<file path="src/rtl/instr_fetch_stage_if.sv">
// Fetch-stage bundle: instruction-memory read port plus the IF/ID handoff to decode.
// master = fetch stage, slave = memory/decoder side.
interface instr_fetch_stage_if #(
   parameter int PC_W = 64
);
   logic            imem_req;
   logic [PC_W-1:0] imem_addr;
   logic            imem_ready;
   logic [31:0]     imem_rdata;
   logic            imem_rvalid;
   logic [31:0]     id_instr;
   logic [PC_W-1:0] id_pc;
   logic            id_valid;
   logic            id_stall;
   logic            br_taken;
   logic            uncond_br;

   modport master (
      output imem_req, imem_addr, id_instr, id_pc, id_valid,
      input  imem_ready, imem_rdata, imem_rvalid, id_stall, br_taken, uncond_br
   );

   modport slave (
      input  imem_req, imem_addr, id_instr, id_pc, id_valid,
      output imem_ready, imem_rdata, imem_rvalid, id_stall, br_taken, uncond_br
   );
endinterface

</file>
<file path="src/rtl/instr_fetch_stage.sv">
// LEGv8 fetch stage: one outstanding imem read, IF/ID register with a one-entry skid,
// and branch redirect computed from the instruction held in IF/ID.
//
// state | meaning
// IDLE  | first cycle after reset release
// FETCH | request pc from imem until accepted
// WAIT  | request outstanding, waiting for imem_rvalid (drop discards it)
// HOLD  | response parked in skid until IF/ID is consumed
module instr_fetch_stage #(
   parameter int              PC_W     = 64,
   parameter logic [PC_W-1:0] RESET_PC = '0
) (
   input logic                 clk,
   input logic                 reset_n,
   instr_fetch_stage_if.master bus
);

   localparam logic [1:0] S_IDLE  = 2'd0;
   localparam logic [1:0] S_FETCH = 2'd1;
   localparam logic [1:0] S_WAIT  = 2'd2;
   localparam logic [1:0] S_HOLD  = 2'd3;

   logic [1:0]      state, state_nxt;
   logic [PC_W-1:0] pc, pc_nxt;
   logic [PC_W-1:0] req_pc, req_pc_nxt;
   logic            drop, drop_nxt;
   logic [31:0]     skid_instr, skid_instr_nxt;
   logic [PC_W-1:0] skid_pc, skid_pc_nxt;
   logic            skid_valid, skid_valid_nxt;
   logic [31:0]     id_instr_q, id_instr_nxt;
   logic [PC_W-1:0] id_pc_q, id_pc_nxt;
   logic            id_valid_q, id_valid_nxt;

   logic            consume;
   logic            redirect;
   logic            issue;
   logic            rsp;
   logic [PC_W-1:0] off_imm26;
   logic [PC_W-1:0] off_imm19;
   logic [PC_W-1:0] br_target;
   logic [PC_W-1:0] req_pc_inc;

   assign consume    = id_valid_q & ~bus.id_stall;
   assign redirect   = consume & bus.br_taken;
   assign issue      = (state == S_FETCH) & bus.imem_ready;
   assign rsp        = (state == S_WAIT) & bus.imem_rvalid;
   assign req_pc_inc = req_pc + PC_W'(4);

   // word offsets scaled to bytes, sign-extended to the full PC width
   assign off_imm26  = {{(PC_W-28){id_instr_q[25]}}, id_instr_q[25:0], 2'b00};
   assign off_imm19  = {{(PC_W-21){id_instr_q[23]}}, id_instr_q[23:5], 2'b00};
   assign br_target  = id_pc_q + (bus.uncond_br ? off_imm26 : off_imm19);

   always_comb begin
      state_nxt      = state;
      pc_nxt         = pc;
      req_pc_nxt     = req_pc;
      drop_nxt       = drop;
      skid_instr_nxt = skid_instr;
      skid_pc_nxt    = skid_pc;
      skid_valid_nxt = skid_valid;
      id_instr_nxt   = id_instr_q;
      id_pc_nxt      = id_pc_q;
      id_valid_nxt   = id_valid_q & ~consume;

      case (state)
         S_IDLE: state_nxt = S_FETCH;
         S_FETCH: begin
            if (issue) begin
               state_nxt  = S_WAIT;
               req_pc_nxt = pc;
            end
         end
         S_WAIT: begin
            if (rsp) begin
               if (drop) begin
                  drop_nxt  = 1'b0;
                  state_nxt = S_FETCH;
               end else if (!id_valid_q || consume) begin
                  id_instr_nxt = bus.imem_rdata;
                  id_pc_nxt    = req_pc;
                  id_valid_nxt = 1'b1;
                  pc_nxt       = req_pc_inc;
                  state_nxt    = S_FETCH;
               end else begin
                  skid_instr_nxt = bus.imem_rdata;
                  skid_pc_nxt    = req_pc;
                  skid_valid_nxt = 1'b1;
                  pc_nxt         = req_pc_inc;
                  state_nxt      = S_HOLD;
               end
            end
         end
         S_HOLD: begin
            if (consume) begin
               id_instr_nxt   = skid_instr;
               id_pc_nxt      = skid_pc;
               id_valid_nxt   = 1'b1;
               skid_valid_nxt = 1'b0;
               state_nxt      = S_FETCH;
            end
         end
         default: state_nxt = S_IDLE;
      endcase

      // redirect overrides any response load decided above
      if (redirect) begin
         pc_nxt         = br_target;
         id_valid_nxt   = 1'b0;
         skid_valid_nxt = 1'b0;
         case (state)
            S_FETCH: drop_nxt = issue;
            S_WAIT: begin
               drop_nxt  = ~rsp;
               state_nxt = rsp ? S_FETCH : S_WAIT;
            end
            S_HOLD:  state_nxt = S_FETCH;
            default: state_nxt = S_FETCH;
         endcase
      end
   end

   always_ff @(posedge clk or negedge reset_n) begin
      if (!reset_n) begin
         state      <= S_IDLE;
         pc         <= RESET_PC;
         req_pc     <= '0;
         drop       <= 1'b0;
         skid_instr <= '0;
         skid_pc    <= '0;
         skid_valid <= 1'b0;
         id_instr_q <= '0;
         id_pc_q    <= '0;
         id_valid_q <= 1'b0;
      end else begin
         state      <= state_nxt;
         pc         <= pc_nxt;
         req_pc     <= req_pc_nxt;
         drop       <= drop_nxt;
         skid_instr <= skid_instr_nxt;
         skid_pc    <= skid_pc_nxt;
         skid_valid <= skid_valid_nxt;
         id_instr_q <= id_instr_nxt;
         id_pc_q    <= id_pc_nxt;
         id_valid_q <= id_valid_nxt;
      end
   end

   assign bus.imem_req  = (state == S_FETCH);
   assign bus.imem_addr = pc;
   assign bus.id_instr  = id_instr_q;
   assign bus.id_pc     = id_pc_q;
   assign bus.id_valid  = id_valid_q;

endmodule

</file>
<file path="src/flat_wrapper.sv">
// flat-port wrapper written by rule: the top's interface ports become plain ports
module instr_fetch_stage_flat 
#(
   parameter int              PC_W     = 64,
   parameter logic [PC_W-1:0] RESET_PC = '0
)
  (clk, reset_n, bus_imem_req, bus_imem_addr, bus_id_instr, bus_id_pc, bus_id_valid, bus_imem_ready, bus_imem_rdata, bus_imem_rvalid, bus_id_stall, bus_br_taken, bus_uncond_br);
  instr_fetch_stage_if #(.PC_W(PC_W)) bus_i ();
  input logic clk;
  input logic reset_n;
  output wire logic [$bits(bus_i.imem_req)-1:0] bus_imem_req;
  output wire logic [$bits(bus_i.imem_addr)-1:0] bus_imem_addr;
  output wire logic [$bits(bus_i.id_instr)-1:0] bus_id_instr;
  output wire logic [$bits(bus_i.id_pc)-1:0] bus_id_pc;
  output wire logic [$bits(bus_i.id_valid)-1:0] bus_id_valid;
  input wire logic [$bits(bus_i.imem_ready)-1:0] bus_imem_ready;
  input wire logic [$bits(bus_i.imem_rdata)-1:0] bus_imem_rdata;
  input wire logic [$bits(bus_i.imem_rvalid)-1:0] bus_imem_rvalid;
  input wire logic [$bits(bus_i.id_stall)-1:0] bus_id_stall;
  input wire logic [$bits(bus_i.br_taken)-1:0] bus_br_taken;
  input wire logic [$bits(bus_i.uncond_br)-1:0] bus_uncond_br;
  assign bus_imem_req = bus_i.imem_req;
  assign bus_imem_addr = bus_i.imem_addr;
  assign bus_id_instr = bus_i.id_instr;
  assign bus_id_pc = bus_i.id_pc;
  assign bus_id_valid = bus_i.id_valid;
  assign bus_i.imem_ready = bus_imem_ready;
  assign bus_i.imem_rdata = bus_imem_rdata;
  assign bus_i.imem_rvalid = bus_imem_rvalid;
  assign bus_i.id_stall = bus_id_stall;
  assign bus_i.br_taken = bus_br_taken;
  assign bus_i.uncond_br = bus_uncond_br;
  instr_fetch_stage #(.PC_W(PC_W), .RESET_PC(RESET_PC)) u_core (.clk(clk), .reset_n(reset_n), .bus(bus_i));
endmodule
</file>
<file path="config.mk">
export PLATFORM = sky130hd
export DESIGN_NAME = instr_fetch_stage_flat
export DESIGN_NICKNAME = d
export VERILOG_FILES = /design/src/rtl/instr_fetch_stage_if.sv /design/src/rtl/instr_fetch_stage.sv /design/src/flat_wrapper.sv
export SDC_FILE = /design/constraint.sdc
export NUM_CORES = 1
export LEC_CHECK = 0
export ABC_CLOCK_PERIOD_IN_PS = 4000
export BUFFER_PORTS_ARGS = -buffer_cell sky130_fd_sc_hd__buf_4
export CORE_AREA = 4 4 277 279
export DETAILED_ROUTE_END_ITERATION = 10
export DIE_AREA = 0 0 281 283
export HOLD_SLACK_MARGIN = 0.05
export PLACE_DENSITY = 0.44
export SLEW_MARGIN = 0
export SYNTH_ARGS = -nofsm -noshare
export SYNTH_HDL_FRONTEND = slang
export SYNTH_SLANG_ARGS = --single-unit
</file>
<file path="constraint.sdc">
create_clock -name clk -period 4 [get_ports clk]
set_input_delay 0.8 -clock clk [delete_from_list [all_inputs] [get_ports clk]]
set_output_delay 0.8 -clock clk [all_outputs]
set_load 0.005 [all_outputs]
</file>
After elaboration in Yosys (flattened, before gate mapping)
Cells that the tools add are included.
{"block": "totals", "ff_bits": 324, "in_bits": 39, "output_inout_bits": 162}
{"block": "op_classes", "add_sub_neg": 2, "eq_ne": 8, "muxes": 34, "n_bitwise": 10, "reduce_logical": 10}
{"cell": "2-to-1 mux 64 bit", "n": 9}
{"cell": "2-to-1 mux 32 bit", "n": 4}
{"cell": "one-hot mux 64 bit (2 select lines)", "n": 1}
{"cell": "adder 64 x 3 -> 64 bit (second input constant)", "n": 1}
{"cell": "adder 64 bit", "n": 1}
{"cell": "one-hot mux 32 bit (2 select lines)", "n": 1}
{"cell": "2-to-1 mux 2 bit", "n": 7}
{"cell": "2-to-1 mux 1 bit", "n": 8}
{"cell": "one-hot mux 2 bit (4 select lines)", "n": 1}
{"cell": "inequality test 2 bit (second input constant)", "n": 3}
{"cell": "nonzero test 2 bit", "n": 3}
{"cell": "bitwise AND 1 bit", "n": 5}
{"cell": "inverter 1 bit", "n": 5}
{"cell": "AND reduction 5 bit", "n": 1}
{"cell": "== test 2 bit (second input constant)", "n": 2}
{"cell": "inequality test 2 x 1 -> 1 bit (second input constant)", "n": 2}
{"cell": "one-hot mux 1 bit (2 select lines)", "n": 2}
{"cell": "one-hot mux 2 bit (2 select lines)", "n": 1}
{"cell": "AND reduction 4 bit", "n": 1}
{"cell": "AND reduction 3 bit", "n": 1}
{"cell": "== test 2 x 1 -> 1 bit (second input constant)", "n": 1}
{"cell": "logical NOT 2 bit", "n": 1}
{"cell": "AND reduction 2 bit", "n": 1}
{"cell": "logical NOT 1 bit", "n": 1}
{"cell": "logical OR 1 bit", "n": 1}

Depth between registers and ports, before layout
Gate-level depths: netlist of the first run.
{"block": "depth", "word_depth": 9, "mapped_depth": 16, "mapped_depth_nobuf": 13}

Least setup slack after synthesis of the first run
OpenSTA, ideal clock, no wires.
{"block": "synth_path", "path_kind": "input to register", "startpoint": "input port bus_uncond_br", "endpoint": "register u_core.pc[55], in the netlist u_core.bus.imem_addr[55]", "arrival_time_ns": 4.313, "slack_ns": -0.447, "stages": 13, "path_buffers": 2, "path_cell_list": "clkbuf_1 -> nand2b_1 -> nand2_1 -> ha_1 -> clkbuf_1 -> and4_1 -> nand2_1 -> or4_1 -> o21ai_0 -> a21oi_1 -> o21ai_0 -> xnor2_1 -> o22ai_1"}
{"block": "synth_between", "elab_chain_cells": 3}
{"element": "start: declaration", "line": "flat_wrapper.sv:21", "source": "input wire logic [$bits(bus_i.uncond_br)-1:0] bus_uncond_br;"}
{"element": "2-to-1 mux 64 bit", "line": "instr_fetch_stage.sv:52", "source": "assign br_target = id_pc_q + (bus.uncond_br ? off_imm26 : off_imm19);"}
{"element": "adder 64 bit", "line": "instr_fetch_stage.sv:52"}
{"element": "2-to-1 mux 64 bit", "line": "instr_fetch_stage.sv:107", "source": "if (redirect) begin"}
{"element": "end signal: assignment", "line": "instr_fetch_stage.sv:137", "source": "pc <= pc_nxt;"}
{"element": "end: declaration", "line": "instr_fetch_stage.sv:24", "source": "logic [PC_W-1:0] pc, pc_nxt;"}
Every way passes these cells.
A chain may end at the register's enable or synchronous reset.

Worst setup path in the final report of the first run
{"block": "layout_path", "startpoint": "register u_core.id_instr_q[5], in the netlist u_core.bus.id_instr[5]", "endpoint": "register u_core.pc[56], in the netlist u_core.bus.imem_addr[56]"}
{"block": "layout_between", "elab_chain_cells": 3}
{"element": "start: declaration", "line": "instr_fetch_stage.sv:30", "source": "logic [31:0] id_instr_q, id_instr_nxt;"}
{"element": "start signal: assignment", "line": "instr_fetch_stage.sv:143", "source": "id_instr_q <= id_instr_nxt;"}
{"element": "2-to-1 mux 64 bit", "line": "instr_fetch_stage.sv:52"}
{"element": "adder 64 bit", "line": "instr_fetch_stage.sv:52"}
{"element": "2-to-1 mux 64 bit", "line": "instr_fetch_stage.sv:107"}
Every way passes these cells.

==> results of run 1 <==
worst register-to-register path: cells and delay by family, from the launching register on:
family,cells,cell delay (ns)
simple gates,1,0.11
flops,1,0.42
fa+ha+maj,2,0.60
mux,1,0.29
buf+inv,1,0.17
xor+xnor,1,0.16
compound gates,8,1.91
kinds of logic (layout without fill, tap and decap cells):
| family | after synthesis | after routing | share of synthesized area [%] |
|---|---|---|---|
| AOI/OAI and AO/OA | 473 | 473 | 15.5 |
| and+or+nand+nor | 470 | 470 | 11.9 |
| DFF | 324 | 324 | 43.9 |
| muxes | 274 | 274 | 16.1 |
| buffers and inverters | 141 | 477 | 2.91 |
| xor gates and xnor gates | 107 | 107 | 5.07 |
| adders and majority gates | 67 | 67 | 4.58 |
cells in the mapped netlist, types with 26 or more instances:
cell type    n  area [µm²]
nand4_1     37         231
xnor2_1     55         482
nor2_1      62         233
o21ai_0    204        1020
a21oi_1     85         425
a21o_1      34         255
dfrtp_1    324        8110
mux2_2     178        2000
mux2i_1     96         961
clkbuf_1   101         379
xor2_1      52         455
inv_1       26        97.6
ha_1        66         826
nand3_1     34         170
o211ai_1    56         420
nand2_1    242         908
how the worst max path moves through the flow:
stage	endpoint	slack (ns)	cells after the start
floorplan	u_core.bus.imem_addr[54]$_DFFE_PN0P_	0.001	14
global placement	u_core.bus.imem_addr[56]$_DFFE_PN0P_	-0.30	15
detailed placement	u_core.bus.imem_addr[56]$_DFFE_PN0P_	-0.31	15
CTS	u_core.bus.imem_addr[56]$_DFFE_PN0P_	0.21	14
global route	u_core.bus.imem_addr[56]$_DFFE_PN0P_	0.01	14
finish	u_core.bus.imem_addr[56]$_DFFE_PN0P_	0.19	14
cell type report:
cell class                 instances  area [µm²]  area share (%)
inverter                          26        97.6           0.413
multi-input combinational       1391        9890            41.8
tap                              969        1210            5.13
timing repair buffer             378        2950            12.5
sequential                       324        8110            34.3
clock buffer                      61        1290            5.44
clock inverter                    12        96.3           0.408
per-layer routing:
layer / routed length [µm] / vias up / global-route usage [%] / share of wire [%]
met2: 29500 / 257 / 25.9 / 48
met1: 28000 / 7370 / 20.5 / 46
met4: 1340 / 0 / 3.74 / 2.2
met3: 2470 / 75 / 2.61 / 4.0
met5: 0 / - / 0 / 0
li1: - / 7341 / - / -
stage by stage:
stage,TNS [ns],hold slack [ns],instances,util [%]
floorplan,0,0.473,1856,-
detailed placement,-3.59,0.481,3088,30.0
finish,0,0.300,3161,31.9
global placement,-3.22,0.467,3088,30.0
CTS,0,0.310,3161,31.9
global route,0,0.357,3161,31.9
power by group through the flow:
stage / registers (µW) / logic (µW) / clock network [µW]
after floorplan: 5870 / 5660 / 0
after global placement: 6650 / 9860 / 0
after detailed placement: 6660 / 9930 / 0
after CTS: 6620 / 10000 / 3930
after global routing: 6820 / 11000 / 4040
final: 6560 / 9840 / 3790
flip-flops by register name, summed over array words and instances (netlist names):
signal / flops
u_core.bus.id_instr: 32
u_core.bus.id_pc: 64
u_core.bus.id_valid: 1
u_core.bus.imem_addr: 64
u_core.drop: 1
u_core.req_pc: 64
u_core.skid_instr: 32
u_core.skid_pc: 64
u_core.state: 2
==> results by group, run 1 <==
Placement
  – Gpl congestion: 0.859
  – IO Port Bufs: 200
  – Post-DP Area: about 22000 µm²
  – Placement Setup Slack: -0.307 ns
  – Detailed placement HPWL: between 40000 and 50000 µm

Final layout
  – Commonest non-fill, non-tap cell in the layout: buf_4
  – Final #Nets: 2269
  – Filler cell count: 7620
  – Design Area, Final: 23600 µm²
  – N_diodes: 0
  – Layout area overhead: 28.0%
  – Fraction of layout cells with a size suffix above 1: around 30%
  – Most frequent cells in the layout: 369 x buf_4, 324 x dfrtp_1, 240 x nand2_1

GRT
  – Largest net degree at the start of global routing: slightly below 100
  – First-pass GRT wire length: around 97000 µm
  – GRT overflow: 0
  – Total GRT Usage: roughly 15%
  – Vias in the first global route: ~16000
  – Initial antenna violation count: 0

Power and ir drop
  – Power share of the clock group: a little under a fifth
  – LEAKAGE: roughly 0.011 µW
  – Power Internal: roughly 12000 µW
  – Combinational share of power: roughly 49%
  – Reg power frac: around 33%
  – Switching Fraction: just over 40%
  – Sw Pwr: 8170 µW
  – Worst VDD drop: ~0.00038 V
  – Total Power: ~20000 µW
  – Power per cell area: ~850 nW/µm²

Timing
  – Final Worst Setup Slack: between 0.15 and 0.2 ns
  – Actual slew at the worst max-slew pin: between 1 and 1.5 ns
  – Hold Fails Final Rpt: 0
  – Unrepaired setup endpoints after global routing: false
  – Final Cycle Share: about 95%
  – Final count of negative-setup-slack endpoints: 0
  – Post-layout min period: around 3.8 ns
  – Clock skew: 0.0141 ns
  – Pins over their slew limit: 0
  – Fmax: 262 MHz
  – Relative slew slack: approximately 30%

Floorplanning
  – Core area: 74200 µm²
  – Die Span X: approximately 280 µm
  – Die area: between 70000 and 80000 µm²
  – Die H: 283 µm
  – I/O pin count: around 200
  – Initial core utilization: between 20% and 30%
  – Number of core rows: 100

Worst hold path
  – Worst Hold Class: in -> async

Clocking
  – Hold-fix buffers, CTS: 0
  – TritonCTS sink count: approximately 320
  – # Post-CTS Setup Buffers: 0
  – Post-CTS sizing: 0
  – CTS Root Cell: clkbuf_16
  – Worst-skew pair later-pin latency: approximately 0.56 ns
  – CTS H-Tree Depth: 2
  – CTS tree: done
  – CTS buffer count: 42
  – Clock slew at reported path FFs: around 0.060 ns
  – Clock tree buffer depth: 3

Yosys
  – Mapped Nets: 1962
  – Syn_area_per_cell: approximately 10 µm²
  – Top FF cell, synth: dfrtp_1
  – Share of flip-flops with an asynchronous set or reset: 100%
  – Count of cell types in the netlist: 71
  – Cell Area, Synth: between 15000 and 20000 µm²
  – YS warnings: 0
  – Yosys reg bits: 324
  – Post-Syn Instances: 1856
  – Sequential share of the synthesized area: between 40% and 50%
  – EDFF count, synth: 0

Routing
  – Vias: 15000
  – Final wirelength: 61300 µm
  – Drt initial violations: 826
  – Initial DRT Pass Iterations: 5
  – Detail Route Antenna Nets: 0
  – WL/cell: 19.4 µm
  – Remaining DRCs: 0
  – Routed vias/inst: approximately 4.8

Worst setup path
  – Critical Path RT: 4.39 ns
  – Crit path cell chain: mux2_2 > ha_1 > fa_2 > a211oi_2 > o21bai_1 > a21o_1 > a211oi_1 > nor4_1 > buf_4 > a21o_1 > a31oi_1 > o21bai_1 > xnor2_1 > o22ai_1
  – Origin of the worst setup path: u_core.bus.id_instr[5]$_DFFE_PN0P_
  – RR Startpoint: u_core.bus.id_instr[5]$_DFFE_PN0P_
  – CP max stage delay: between 0.5 and 0.6 ns
  – Reg2reg setup slack: 0.19 ns
  – Setup crit start kind: flop
  – Critical path class: reg -> reg
  – R2R depth: 14
  – CP Data Arrival Time: roughly 4.2 ns
  – Critical path's slowest cell: a31oi_1
  – Buffers & Inverters on Critical Path: 1
  – Critical path fanouts, max: 4
  – R2R Path End: u_core.bus.imem_addr[56]$_DFFE_PN0P_
  – Top delay family on crit path: compound AO/OA/AOI/OAI gates
  – CP Capture Type: flop

Flow run
  – Max-Cap Viols: 0

Run status
  – Outcome: complete, no violations
Note: power is estimated with default switching activity, not from simulation.
==> run 2, diff against run 1 <==
--- a/config.mk
+++ b/config.mk
@@ -11,6 +11,7 @@
 export DETAILED_ROUTE_END_ITERATION = 10
 export DIE_AREA = 0 0 281 283
 export HOLD_SLACK_MARGIN = 0.05
+export MAX_ROUTING_LAYER = met4
 export PLACE_DENSITY = 0.44
 export SLEW_MARGIN = 0
 export SYNTH_ARGS = -nofsm -noshare
==> run 2 against run 1 <==
Net effect: critical path depth grew 3; final cell count is 0.19% lower; via count rose by 0.74%; clock power hardly changed; first-iteration DRC count shrank 8.5%; wire length is 0.16% lower; combinational power is essentially flat; fmax grew 1.9%.
==> results by group, run 2 (same netlist as run 1, synthesis figures left out) <==
Run status
  – Outcome: complete, no violations (unchanged)

Worst setup path
  – Critical path fanouts, max: 25 (was 4)
  – Setup crit start kind: primary input (was flop)
  – Reg2reg setup slack: 0.26 ns (was 0.19 ns)
  – CP Capture Type: flop (unchanged)
  – Critical Path RT: 4.40 ns (was 4.39 ns)
  – CP Data Arrival Time: 4.15 ns (was 4.20 ns)
  – Critical path class: in -> reg (was reg -> reg)

Routing
  – Final wirelength: 61200 µm (was 61300 µm)
  – Routed vias/inst: 4.80 (was 4.76)
  – Detail Route Antenna Nets: 0 (unchanged)
  – Remaining DRCs: 0 (unchanged)
  – Drt initial violations: 756 (was 826)
  – Initial DRT Pass Iterations: 5 (unchanged)
  – WL/cell: 19.4 µm (about the same)
  – Vias: 15200 (was 15000)

Worst hold path
  – Worst Hold Class: in -> async (unchanged)

Placement
  – Post-DP Area: 22200 µm² (was 22300 µm²)
  – Placed cells: 3083 (was 3088)
  – Detailed placement HPWL: 45800 µm (about the same)
  – IO Port Bufs: 200 (unchanged)
  – Gpl congestion: 0.866 (was 0.859)

Timing
  – Pins over their slew limit: 0 (unchanged)
  – Relative slew slack: 33.6% (was 30.3%)
  – Worst hold slack: 0.237 ns (was 0.300 ns)
  – Final Cycle Share: 93.5% (was 95.3%)
  – Hold Fails Final Rpt: 0 (unchanged)
  – Setup TNS Final: 0 ns (unchanged)
  – Post-layout min period: 3.74 ns (was 3.81 ns)
  – Fmax: 267 MHz (was 262 MHz)
  – Final count of negative-setup-slack endpoints: 0 (unchanged)
  – Actual slew at the worst max-slew pin: 0.995 ns (was 1.05 ns)
  – Clock skew: 0.0154 ns (was 0.0141 ns)
  – Unrepaired setup endpoints after global routing: false (unchanged)

Clocking
  – CTS tree: done (unchanged)
  – TritonCTS sink count: 324 (unchanged)
  – Clock slew at reported path FFs: 0.05 ns (was 0.06 ns)
  – CTS Root Cell: clkbuf_16 (unchanged)
  – CTS H-Tree Depth: 2 (unchanged)
  – Hold-fix buffers, CTS: 0 (unchanged)
  – Clock tree buffer depth: 3 (unchanged)
  – # Post-CTS Setup Buffers: 0 (unchanged)
  – CTS buffer count: 41 (was 42)
  – Worst-skew pair later-pin latency: 0.57 ns (was 0.56 ns)
  – Post-CTS sizing: 0 (unchanged)

GRT
  – Total GRT Usage: 15.6% (was 15.4%)
  – GRT overflow: 0 (unchanged)
  – First-pass GRT wire length: 95500 µm (was 96700 µm)
  – Vias in the first global route: 15500 (was 15800)
  – Largest net degree at the start of global routing: 98 (was 97)
  – Initial antenna violation count: 0 (unchanged)

Final layout
  – Flip-flop and latch area: 8110 µm² (unchanged)
  – Final #Nets: 2263 (was 2269)
  – Fraction of layout cells with a size suffix above 1: 29.5% (was 29.7%)
  – Post-Layout Cell Count: 3155 (was 3161)
  – Layout area overhead: 27.9% (was 28.0%)
  – Most frequent cells in the layout: 362 x buf_4, 324 x dfrtp_1, 240 x nand2_1 (was 369 x buf_4, 324 x dfrtp_1, 240 x nand2_1)
  – Commonest non-fill, non-tap cell in the layout: buf_4 (unchanged)
  – Filler cell count: 7581 (was 7620)
  – Design Area, Final: 23600 µm² (about the same)
  – N_diodes: 0 (unchanged)
  – Area of the multi-input gates: 9890 µm² (unchanged)

Floorplanning
  – I/O pin count: 201 (unchanged)
  – Initial core utilization: 24.9% (unchanged)
  – Die area: 79500 µm² (unchanged)
  – Die H: 283 µm (unchanged)
  – Core area: 74200 µm² (unchanged)
  – Number of core rows: 100 (unchanged)
  – Die Span X: 281 µm (unchanged)

Power and ir drop
  – LEAKAGE: 0.0105 µW (was 0.0106 µW)
  – Worst VDD drop: 0.000317 V (was 0.000375 V)
  – Power per cell area: 854 nW/µm² (about the same)

Flow run
  – Max-Cap Viols: 0 (unchanged)
-- run 2: path summary, 6_finish.rpt --
| check | startpoint | endpoint | cells past startpoint |
|---|---|---|---|
| setup / recovery | bus_uncond_br | u_core.bus.imem_addr[60]$_DFFE_PN0P_ | 17 |
| hold / removal | reset_n | u_core.bus.imem_addr[37]$_DFFE_PN0P_ | 1 |
| setup reg to reg | u_core.bus.id_instr[5]$_DFFE_PN0P_ | u_core.bus.imem_addr[60]$_DFFE_PN0P_ | 16 |
| hold reg to reg | u_core.bus.id_instr[30]$_DFFE_PN0P_ | u_core.bus.id_instr[30]$_DFFE_PN0P_ | 2 |
| max in group asynchronous | reset_n | u_core.bus.imem_addr[11]$_DFFE_PN0P_ | 2 |
| min in group clk | bus_imem_rdata[25] | u_core.skid_instr[25]$_DFFE_PN0P_ | 2 |
-- run 2: report_power, final --
| group | internal (µW) | switching [µW] |
|---|---|---|
| Clock | 2300 | 1490 |
| Sequential | 4730 | 1820 |
| Combinational | 4970 | 4840 |
-- run 2: area by class of cell --
class                      instances  area share, %
clock buffer                      56           4.92
inverter                          26          0.413
tap                              969           5.13
multi-input combinational       1391           41.9
clock inverter                    16          0.948
sequential                       324           34.3
timing repair buffer             373           12.4
-- run 2: layer usage --
| metal | up-vias | part of all wire [%] | track usage [%] |
|---|---|---|---|
| li1 | 7328 | - | - |
| met3 | 65 | 4.3 | 2.77 |
| met5 | - | 0 | - |
| met1 | 7481 | 46 | 20.2 |
| met2 | 281 | 48 | 25.8 |
| met4 | 0 | 1.6 | 3.17 |
-- run 2: critical path, cell delays in order --
cell and delay, ns:
buf_4 0.10, buf_12 0.16, mux2_2 0.36, ha_1 0.32
nand2_1 0.08, o211a_1 0.23, nor3_1 0.25, a211oi_1 0.09
buf_4 0.15, nor4_1 0.43, buf_4 0.21, a21o_1 0.20
a31oi_1 0.11, buf_4 0.16, o211ai_1 0.22, xnor2_1 0.16
o21ai_0 0.10
-- run 2: stage by stage --
step	setup WS (ns)	total power [µW]	utilization, %
after floorplan	0.00107	11500	-
after global placement	-0.374	16400	30.0
after detailed placement	-0.302	16500	30.0
after CTS	0.189	20500	31.8
after global routing	0.0188	21800	31.8
final	0.259	20200	31.8
==> run 3, diff against run 2 <==
--- a/config.mk
+++ b/config.mk
@@ -8,8 +8,10 @@
 export ABC_CLOCK_PERIOD_IN_PS = 4000
 export BUFFER_PORTS_ARGS = -buffer_cell sky130_fd_sc_hd__buf_4
 export CORE_AREA = 4 4 277 279
+export CTS_CLUSTER_SIZE = 12
 export DETAILED_ROUTE_END_ITERATION = 10
 export DIE_AREA = 0 0 281 283
+export GPL_TIMING_DRIVEN = 0
 export HOLD_SLACK_MARGIN = 0.05
 export MAX_ROUTING_LAYER = met4
 export PLACE_DENSITY = 0.44
==> run 3 against run 2 <==
Net effect: worst setup slack lost 0.16 ns; via count shrank 0.40%; flip-flop and latch count is the same; core utilization shrank 0.78 points; final cell count shrank 1.6%; first-iteration DRC count grew 34%; sequential power shrank 2%; global-route usage grew 1.1 points; final area shrank 2.5%; register-to-register slack lost 0.11 ns; sequential share of layout area grew 0.87 points; critical path type unchanged.
==> results by group, run 3 (same netlist as run 1, synthesis figures left out) <==
Routing
  – Vias: 15100 (was 15200)
  – Remaining DRCs: 0 (unchanged)
  – Initial DRT Pass Iterations: 4 (was 5)
  – WL/cell: 21.3 µm (was 19.4 µm)
  – Routed vias/inst: 4.86 (was 4.80)
  – Drt initial violations: 1012 (was 756)
  – Final wirelength: 66100 µm (was 61200 µm)
  – Detail Route Antenna Nets: 0 (unchanged)

Timing
  – Unrepaired setup endpoints after global routing: true (was false)
  – Clock skew: 0.0349 ns (was 0.0154 ns)
  – Final count of negative-setup-slack endpoints: 0 (unchanged)
  – Pins over their slew limit: 0 (unchanged)
  – Final Cycle Share: 97.6% (was 93.5%)
  – Hold Fails Final Rpt: 0 (unchanged)
  – Setup TNS Final: 0 ns (unchanged)
  – Post-layout min period: 3.90 ns (was 3.74 ns)
  – Fmax: 256 MHz (was 267 MHz)
  – Worst hold slack: 0.141 ns (was 0.237 ns)
  – Actual slew at the worst max-slew pin: 1.14 ns (was 0.995 ns)
  – Relative slew slack: 23.7% (was 33.6%)

GRT
  – Largest net degree at the start of global routing: 114 (was 98)
  – Vias in the first global route: 15600 (was 15500)
  – Initial antenna violation count: 0 (unchanged)
  – First-pass GRT wire length: 100000 µm (was 95500 µm)
  – GRT overflow: 0 (unchanged)
  – Total GRT Usage: 16.8% (was 15.6%)

Power and ir drop
  – LEAKAGE: 0.00999 µW (was 0.0105 µW)
  – Worst VDD drop: 0.000306 V (was 0.000317 V)
  – Power per cell area: 857 nW/µm² (was 854 nW/µm²)
  – Total Power: 19700 µW (was 20200 µW)

Floorplanning
  – Die area: 79500 µm² (unchanged)
  – Core area: 74200 µm² (unchanged)
  – Die H: 283 µm (unchanged)
  – I/O pin count: 201 (unchanged)
  – Die Span X: 281 µm (unchanged)
  – Number of core rows: 100 (unchanged)
  – Initial core utilization: 24.9% (unchanged)

Worst setup path
  – Critical Path RT: 4.44 ns (was 4.40 ns)
  – Critical path class: in -> reg (unchanged)
  – CP Capture Type: flop (unchanged)
  – Critical path fanouts, max: 8 (was 25)
  – Setup crit start kind: primary input (unchanged)
  – CP Data Arrival Time: 4.35 ns (was 4.15 ns)

Clocking
  – CTS Root Cell: clkbuf_16 (unchanged)
  – CTS tree: done (unchanged)
  – Clock tree buffer depth: 3 (unchanged)
  – Clock slew at reported path FFs: 0.06 ns (was 0.05 ns)
  – Worst-skew pair later-pin latency: 0.58 ns (was 0.57 ns)
  – CTS buffer count: 42 (was 41)
  – TritonCTS sink count: 324 (unchanged)
  – CTS H-Tree Depth: 2 (unchanged)
  – Hold-fix buffers, CTS: 0 (unchanged)

Final layout
  – Post-Layout Cell Count: 3103 (was 3155)
  – Filler cell count: 7732 (was 7581)
  – Flip-flop and latch area: 8110 µm² (unchanged)
  – Commonest non-fill, non-tap cell in the layout: dfrtp_1 (was buf_4)
  – Area of the multi-input gates: 10000 µm² (was 9890 µm²)
  – Most frequent cells in the layout: 324 x dfrtp_1, 239 x nand2_1, 207 x buf_4 (was 362 x buf_4, 324 x dfrtp_1, 240 x nand2_1)
  – N_diodes: 0 (unchanged)
  – Fin util: 31.1% (was 31.8%)
  – Final #Nets: 2207 (was 2263)
  – Fraction of layout cells with a size suffix above 1: 24.1% (was 29.5%)
  – Layout area overhead: 24.8% (was 27.9%)

Worst hold path
  – Worst Hold Class: in -> async (unchanged)

Run status
  – Outcome: complete, no violations (unchanged)

Placement
  – Placed cells: 3028 (was 3083)
  – Gpl congestion: 0.879 (was 0.866)
  – IO Port Bufs: 199 (was 200)
  – Detailed placement HPWL: 50900 µm (was 45800 µm)

Flow run
  – Max-Cap Viols: 0 (unchanged)
-- run 3: final timing paths --
kind                                                             end                                start  depth (start not counted)  slack, ns
worst max-delay path            u_core.bus.imem_addr[54]$_DFFE_PN0P_                        bus_uncond_br                         15        0.1
worst min-delay path                u_core.bus.id_pc[36]$_DFFE_PN0P_                              reset_n                          1       0.14
worst max register to register  u_core.bus.imem_addr[54]$_DFFE_PN0P_   u_core.bus.id_instr[5]$_DFFE_PN0P_                         14       0.15
worst min register to register   u_core.bus.id_instr[29]$_DFFE_PN0P_  u_core.bus.id_instr[29]$_DFFE_PN0P_                          2       0.49
max in group asynchronous        u_core.bus.id_instr[29]$_DFFE_PN0P_                              reset_n                          3       2.45
min in group clk                   u_core.skid_instr[19]$_DFFE_PN0P_                   bus_imem_rdata[19]                          2       0.47
-- run 3: stage by stage --
step           setup slack (ns)  area [µm²]
6_report                 0.0953       23000
4_1_cts                 0.00905       23000
3_5_place_dp              -1.36       21300
2_1_floorplan           0.00107       18500
3_3_place_gp              -1.40       21200
5_1_grt                 -0.0824       23000
-- run 3: critical path, cell delays in order --
cell and delay (ns):
clkbuf_4 0.21, mux2_2 0.36, ha_1 0.22, fa_2 0.40
a211oi_2 0.23, o21bai_1 0.11, a21o_1 0.23, a21o_1 0.24
a211oi_4 0.20, buf_4 0.18, o31ai_4 0.09, a31oi_4 0.33
o21ai_1 0.17, or3_1 0.32, a31o_2 0.25
-- run 3: cell type report --
cell class	count	share of cell area [%]
Inverter	26	0.424
Clock inverter	18	1.40
Multi-Input combinational cell	1391	43.5
Tap cell	969	5.26
Buffer	106	1.85
Sequential cell	324	35.2
Timing Repair Buffer	210	7.14
Clock buffer	59	5.28
-- run 3: per-layer routing --
metal / GRT usage (%) / part of all wire [%] / vias to the layer above
li1: - / - / 7194
met1: 21.7 / 45 / 7507
met2: 27.2 / 48 / 311
met3: 3.35 / 5.0 / 83
met4: 3.83 / 2.1 / 0
met5: - / 0 / -
-- run 3: power by group --
part	total [µW]	switching, µW	leakage [µW]	internal [µW]
sequential	6450	1720	0.00414	4730
clock	4200	1560	0.000752	2640
combinational	9090	4950	0.00509	4130
-- run 3: timing repair --
action | in CTS | in global routing
resized for setup | 21 | 17
pin swaps | 4 | 4
setup buffers | 3 | 4
setup endpoints to repair | 100 | 41
